`config.mk`:
```
export PLATFORM = sky130hd
export DESIGN_NAME = addsub_serial_ctrl
export DESIGN_NICKNAME = d
export VERILOG_FILES = /design/src/rtl/addsub_serial_ctrl.sv
export SDC_FILE = /design/constraint.sdc
export NUM_CORES = 1
export LEC_CHECK = 0
export CORE_UTILIZATION = 35
export DETAILED_ROUTE_END_ITERATION = 16
export PLACE_DENSITY_LB_ADDON = 0.3
export SLEW_MARGIN = 30
export SYNTH_ARGS = -nofsm -noshare
export SYNTH_HDL_FRONTEND = slang
export SYNTH_SLANG_ARGS = --single-unit
```
`constraint.sdc`:
```
create_clock -name clk -period 4 [get_ports clk]
set_clock_uncertainty 0.05 [all_clocks]
set_input_delay 1 -clock clk [delete_from_list [all_inputs] [get_ports clk]]
set_output_delay 1 -clock clk [all_outputs]
set_load 0.05 [all_outputs]
```
`src/rtl/addsub_serial_ctrl.sv`:
```
`default_nettype none
// ============================================================================
// Module   : addsub_serial_ctrl (with nibble stage addsub_nibble)
// Brief    : Nibble-serial N*4-bit add/subtract controller. Sequences one
//            4-bit add/sub stage LSB nibble first, chains the carry, and
//            reports result, carry and signed overflow with start/busy/done.
// Revision : 1.0  initial release
// ============================================================================

// 4-bit add/sub stage: {cout, s} = a + (b ^ {4{sub}}) + cin
module addsub_nibble (
   input  logic [3:0] a_i,
   input  logic [3:0] b_i,
   input  logic       sub_i,
   input  logic       cin_i,
   output logic [3:0] s_o,
   output logic       cout_o
);

   logic [4:0] w_sum;

   // Five-bit sum so the nibble carry-out is captured directly
   assign w_sum          = {1'b0, a_i} + {1'b0, b_i ^ {4{sub_i}}} + {4'b0000, cin_i};
   assign {cout_o, s_o}  = w_sum;

endmodule

module addsub_serial_ctrl #(
   parameter int NIBBLES = 4
) (
   input  logic                 clk,
   input  logic                 rst_n,
   input  logic                 start,
   input  logic [4*NIBBLES-1:0] a,
   input  logic [4*NIBBLES-1:0] b,
   input  logic                 addsub,
   output logic                 busy,
   output logic                 done,
   output logic [4*NIBBLES-1:0] result,
   output logic                 carry,
   output logic                 overflow
);

   localparam int W     = 4 * NIBBLES;
   localparam int IDX_W = $clog2(NIBBLES);
   localparam logic [IDX_W-1:0] C_LAST_IDX = IDX_W'(NIBBLES - 1);

   typedef enum logic [1:0] {
      ST_IDLE = 2'd0,
      ST_RUN  = 2'd1,
      ST_DONE = 2'd2
   } state_t;

   state_t           state_q;
   logic [W-1:0]     a_q;
   logic [W-1:0]     b_q;
   logic             op_q;
   logic [IDX_W-1:0] idx_q;
   logic             cin_q;
   logic [W-1:0]     result_q;
   logic             carry_q;
   logic             ovf_q;
   logic             busy_q;
   logic             done_q;

   logic [3:0]       w_a_nib;
   logic [3:0]       w_b_nib;
   logic [3:0]       w_s_nib;
   logic             w_cout;
   logic             w_ovf;

   // Steer the currently indexed nibble of each held operand into the stage
   assign w_a_nib = a_q[{idx_q, 2'b00} +: 4];
   assign w_b_nib = b_q[{idx_q, 2'b00} +: 4];

   addsub_nibble u_nibble (
      .a_i    (w_a_nib),
      .b_i    (w_b_nib),
      .sub_i  (op_q),
      .cin_i  (cin_q),
      .s_o    (w_s_nib),
      .cout_o (w_cout)
   );

   // Overflow from sign bits: the effective B operand is inverted for
   // subtract, so one rule covers both operations. Only meaningful while the
   // top nibble is in the stage, which is the only time it is captured.
   assign w_ovf = (a_q[W-1] == (b_q[W-1] ^ op_q)) && (w_s_nib[3] != a_q[W-1]);

   // Sequencer: accept, process one nibble per edge, pulse done, return idle
   always_ff @(posedge clk or negedge rst_n) begin
      if (!rst_n) begin
         state_q  <= ST_IDLE;
         a_q      <= '0;
         b_q      <= '0;
         op_q     <= 1'b0;
         idx_q    <= '0;
         cin_q    <= 1'b0;
         result_q <= '0;
         carry_q  <= 1'b0;
         ovf_q    <= 1'b0;
         busy_q   <= 1'b0;
         done_q   <= 1'b0;
      end else begin
         case (state_q)
            ST_IDLE: begin
               done_q <= 1'b0;
               if (start) begin
                  a_q     <= a;
                  b_q     <= b;
                  op_q    <= addsub;
                  idx_q   <= '0;
                  // Subtract is A + ~B + 1: the +1 enters as the first carry
                  cin_q   <= addsub;
                  busy_q  <= 1'b1;
                  state_q <= ST_RUN;
               end
            end
            ST_RUN: begin
               result_q[{idx_q, 2'b00} +: 4] <= w_s_nib;
               cin_q <= w_cout;
               idx_q <= idx_q + 1'b1;
               if (idx_q == C_LAST_IDX) begin
                  carry_q <= w_cout;
                  ovf_q   <= w_ovf;
                  done_q  <= 1'b1;
                  state_q <= ST_DONE;
               end
            end
            ST_DONE: begin
               done_q  <= 1'b0;
               busy_q  <= 1'b0;
               state_q <= ST_IDLE;
            end
            default: begin
               done_q  <= 1'b0;
               busy_q  <= 1'b0;
               state_q <= ST_IDLE;
            end
         endcase
      end
   end

   assign busy     = busy_q;
   assign done     = done_q;
   assign result   = result_q;
   assign carry    = carry_q;
   assign overflow = ovf_q;

endmodule
`default_nettype wire

```
Word-level counts from Yosys, hierarchy flattened. Index checks and enable logic that the tools add are counted.

Flip-flop bits (word level): 58. Bits of input ports: 36. Output and inout port bits: 20.

Add/subtract/negate cells: 4. Equality and inequality tests: 6. Shift-type cells: 4. Mux-type cells: 12. Bitwise logic cells: 3. Reductions and logical operators: 8.

Operators by type and width (number): 16-bit by 5-bit variable part select with 4-bit output (2); 16-bit bitwise mux (1); 4-bit by 6-bit variable shift with 16-bit output (first input constant) (1); 4-bit by 6-bit variable part select with 16-bit output (1); 2-bit AND reduction (5); 2-bit one-hot mux with 2 select lines (2); 2-bit two-way mux (3); 4-bit negation with 6-bit output (1); 4-bit by 4-bit adder with 5-bit output (1); 5-bit by 1-bit adder with 5-bit output (1); 1-bit two-way mux (4); 2-bit != test (second input constant) (2); 1-bit one-hot mux with 2 select lines (2); 4-bit XOR (1); 2-bit by 1-bit adder with 2-bit output (second input constant) (1); 2-bit by 1-bit equality test with 1-bit output (second input constant) (1); 2-bit equality test (second input constant) (1); 2-bit zero test (1); 2-bit nonzero test (1); 1-bit equality test (1); 1-bit logical AND (1); 1-bit != test (1); 1-bit NOT (1); 1-bit XOR (1).

Logic depth before layout (Yosys ltp).
Depth after elaboration: 6. Mapped depth: 10.

By module. A second synthesis with hierarchy kept.

Cells, all modules: 183. Area, all modules: 2721.4 um^2.

Modules (own cells, without submodules): addsub_serial_ctrl (times used 1, cells an instance 163, area an instance 2544.9 um^2, sequential area each 1451.4 um^2); addsub_nibble (times used 1, cells an instance 20, area an instance 176.4 um^2, sequential area each 0.0 um^2).

Least setup slack after synthesis. Ideal clock, no wire load.

Kind: reg2reg. Start point: register idx_q[0]. End point: register carry_q (netlist: carry). Arrival time: 2.661 ns. Setup slack: 1.164 ns. Stages on the path, launching flop included: 10. Buffers on the path: 1. Period minus slack after synthesis: 2.836 ns. Cells stage by stage: dfrtp_1 > buf_2 > mux4_2 > xnor2_1 > fa_1 > inv_1 > fa_1 > a21o_2 > a21o_1 > mux2_2.

Cells in the longest elaborated chain, start to end: 4.

RTL lines: start: declaration (line 58) `logic [IDX_W-1:0] idx_q;`; start signal: assignment (line 122) `idx_q <= idx_q + 1'b1;`; 16-bit by 5-bit variable part select with 4-bit output (line 74) `assign w_b_nib = b_q[{idx_q, 2'b00} +: 4];`; 4-bit XOR (line 23) `assign w_sum = {1'b0, a_i} + {1'b0, b_i ^ {4{sub_i}}} + {4'b0000, cin_i};`; 4-bit by 4-bit adder with 5-bit output (line 23); 5-bit by 1-bit adder with 5-bit output (line 23); end signal: assignment (line 124) `carry_q <= w_cout;`; end: declaration (line 61) `logic carry_q;`.

Several ways; a longest one is shown, not always the timed one. A chain may end at the register's enable or synchronous reset.

Final worst setup path.
Start point: register idx_q[0]. End point: register cin_q.

Cells in the longest elaborated chain, start to end: 5.

RTL lines: 16-bit by 5-bit variable part select with 4-bit output (line 74); 4-bit XOR (line 23); 4-bit by 4-bit adder with 5-bit output * (line 23); 5-bit by 1-bit adder with 5-bit output * (line 23); 1-bit one-hot mux with 2 select lines * (line 105) `case (state_q)`; end signal: assignment (line 114) `cin_q <= addsub;`; end signal: assignment (line 121) `cin_q <= w_cout;`; end: declaration (line 59) `logic cin_q;`.

Every way passes the cells marked *; elsewhere a longest branch is shown, timed or not.

==> results by group <==
Finish
  • Fillers: around 680
  • Layout cells sized above 1: 25.5%
  • Ant. Diodes: 0
  • Area occupied by multi-input gates: 0.00118 mm2
  • Layout area overhead: 30.8%
  • Post-Layout Cell Count: approximately 360
  • Finished Cell Area: 0.00353 mm2
  • Layout Nets: about 310
  • Sequential cell area: 0.00145 mm2

Routing
  • Iteration count of the initial detailed-routing pass: 4
  • DRC Markers: 0
  • Iteration-0 DRC Markers: 70
  • Drt wl/cell: between 10 and 15 um
  • Drt total wl: around 5.2 mm
  • Routed vias: between 1500 and 2000
  • Antenna Nets Post-Route: 0
  • Via density per instance: approximately 4.8

Synth
  • Post-synth EDFFs: 0
  • FF+latch count, synth: 58
  • Top post-synthesis cells by area: dfrtp_1 (54%), mux2_2 (14%), mux4_2 (6.7%)
  • Yosys warning total: 0
  • Unique cell type count in the Yosys netlist: 36
  • Share of the synthesized area in the top cell type: about 54%
  • Post-Syn Instances: about 200
  • Post-synth top cells: dfrtp_1 (58), mux2_2 (34), nand2_1 (14)
  • FFs w/ async S/R, synth: 100%
  • Seq/Total Area, Yosys: a little over half
  • Most common cell in the netlist: dfrtp_1
  • Synthesized Nets: between 200 and 250
  • Primary FF master, synth: dfrtp_1
  • Cell Area, Synth: about 0.0027 mm2
  • Largest area contributor in the synthesized netlist: dfrtp_1
  • Syn avg cell area: ~14 um2

Pwr
  • Leak: 1.51 nW
  • Peak supply drop: between 0.0004 and 0.0005 V
  • Pwr/cell area: slightly below 1000 mW/mm2
  • Tot Pwr: between 0.003 and 0.004 W

Critical path
  • CP peak stage delay: about 0.64 ns
  • R2R Path End: cin_q
  • Reg-to-Reg Start: idx_q[0]
  • CP arrival: around 3.1 ns
  • CP max-delay cell: dfrtp_1
  • Cell family with most CP delay: compound AO/OA/AOI/OAI gates
  • Flop2flop setup slack: ~1.0 ns
  • Req. time, crit path: approximately 4.2 ns
  • Critical path's most frequent cell: fa_1
  • Worst Path Max Fanout: 11
  • Worst Setup Start Kind: flip-flop
  • Crit path buf inv count: 1
  • Critical path endpoint category: flip-flop
  • Category of the most critical setup path: reg -> reg
  • Crit-path cells: mux4_2, xnor2_1, fa_1, inv_1, fa_1, a21o_2, a21o_1, a22oi_1, o21ai_0
  • R2R cell count: 9

Clock network
  • Clock latency on the worst-skew pair: 0.34 ns
  • CTS Buffer Depth: 2
  • Post-CTS Setup Inserts: 0
  • CTS tree: built
  • CTS Sinks: 58
  • CTS root buf: clkbuf_8
  • Clock transition at path regs: approximately 0.06 ns
  • CTS Hold Bufs: 0
  • Total CTS buffers: 9
  • CTS H-tree lvls: 3
  • # resized after CTS: 0

Worst hold path
  • Hold_sp: result[0]
  • Hold Crit Class: reg -> reg
  • WHS Endpoint: result[0]
  • Min-Delay Path Depth: 2

Timing
  • Final Critical Period: a little under 3 ns
  • Hold Fails Final Rpt: 0
  • Setup_tns: 0 ns
  • Slew headroom: a little over three fifths
  • Worst-Margin Slew: approximately 0.56 ns
  • Unrepaired setup endpoints after global routing: false
  • Period utilisation layout: between 70% and 80%
  • Max frequency: between 300 and 400 MHz
  • Final setup viols: 0
  • Slew Viols, Final: 0

GRT
  • Vias in the first global route: 1770
  • First-pass GRT wire length: between 8 and 9 mm
  • Tot GR Track Use: 14.6%
  • GRT Residual Overflow: 0
  • Pin count of the biggest net entering global routing: 45
  • Initial antenna violation count: 0

Die
  • Core area: 0.00737 mm2
  • # IOs: 56
  • Die Wd: around 90 um
  • Die Ht: ~90 um
  • Initial Util: between 30 and 40%
  • Area of the die: just over 0.008 mm2
  • Row count: 31

Placed design
  • Placed cells: about 350
  • Detailed placement HPWL: just under 4 mm
  • Post-DP Area: between 0.003 and 0.004 mm2
  • RePlAce Congestion: a little over 0.8
  • Port bufs: 55

Outcome
  • Outcome: finished, final reports clean

Job
  • Max_cap viols: 0
## worst reg2reg max path, stage by stage, from the launching register on
cell	delay [ns]
dfrtp_1	0.64
mux4_2	0.59
xnor2_1	0.23
fa_1	0.22
inv_1	0.05
fa_1	0.39
a21o_2	0.23
a21o_1	0.18
a22oi_1	0.16
o21ai_0	0.10
## metrics by stage
stage | hold WS [ns] | utilization [%] | setup slack, ns
floorplan | 0.400 | - | 1.16
global placement | 0.414 | 45.6 | 1.09
detailed placement | 0.421 | 45.6 | 0.964
CTS | 0.435 | 47.9 | 0.953
global route | 0.456 | 47.9 | 0.758
finish | 0.426 | 47.9 | 1.02
## area by class of cell
| class | instances | area share [%] |
|---|---|---|
| Tap cell | 99 | 3.51 |
| Timing Repair Buffer | 58 | 16.2 |
| Inverter | 8 | 0.850 |
| Clock buffer | 10 | 3.61 |
| Sequential cell | 58 | 41.1 |
| Multi-Input combinational cell | 125 | 33.5 |
| Clock inverter | 4 | 1.28 |
## sequential cells by signal, summed over array words and instances (netlist names), 2 cells and up
register and count:
a_q 16, result 16, b_q 16, idx_q 2
state_q 2
## worst max path at each step
stage	cells after the start	end	slack, ns	from
5_1_grt	9	cin_q	0.76	idx_q[0]
3_3_place_gp	9	cin_q	1.09	idx_q[0]
4_1_cts	9	cin_q	0.95	idx_q[0]
2_1_floorplan	9	carry	1.16	idx_q[0]
3_5_place_dp	9	cin_q	0.96	idx_q[0]
6_report	9	cin_q	1.02	idx_q[0]
## logic make-up after synthesis
family | count (synthesis) | share of synthesized area, %
mux | 42 | 20.9
compound gates | 29 | 7.88
xor+xnor | 6 | 1.95
flops | 58 | 53.8
fa+ha+maj | 11 | 5.65
buf+inv | 15 | 2.64
simple gates | 37 | 7.28
## cell usage in the layout, fill, tap and decap left out, types with 5 or more instances in the layout
cell type | netlist | layout
clkdlybuf4s50_1 | 0 | 54
mux2_2 | 34 | 34
clkbuf_8 | 0 | 9
inv_1 | 8 | 8
dfrtp_1 | 58 | 58
a22o_1 | 5 | 5
ha_1 | 9 | 9
nand2_1 | 14 | 14
o21ai_0 | 9 | 9
mux4_2 | 8 | 8
nor2_1 | 6 | 6
## power by group
group          switching [W]  total [W]  internal [W]
Clock               0.000217   0.000494      0.000277
Combinational        0.00105    0.00195      0.000899
Sequential          0.000209    0.00107      0.000856
Total                0.00147    0.00351       0.00203
## metal layers
metal,global-route usage [%],part of all wire [%]
met1,19.5,46
met2,21.9,48
met3,4.74,4.7
met4,5.74,1.5
met5,0,0
(Power assumes the default switching activity.)
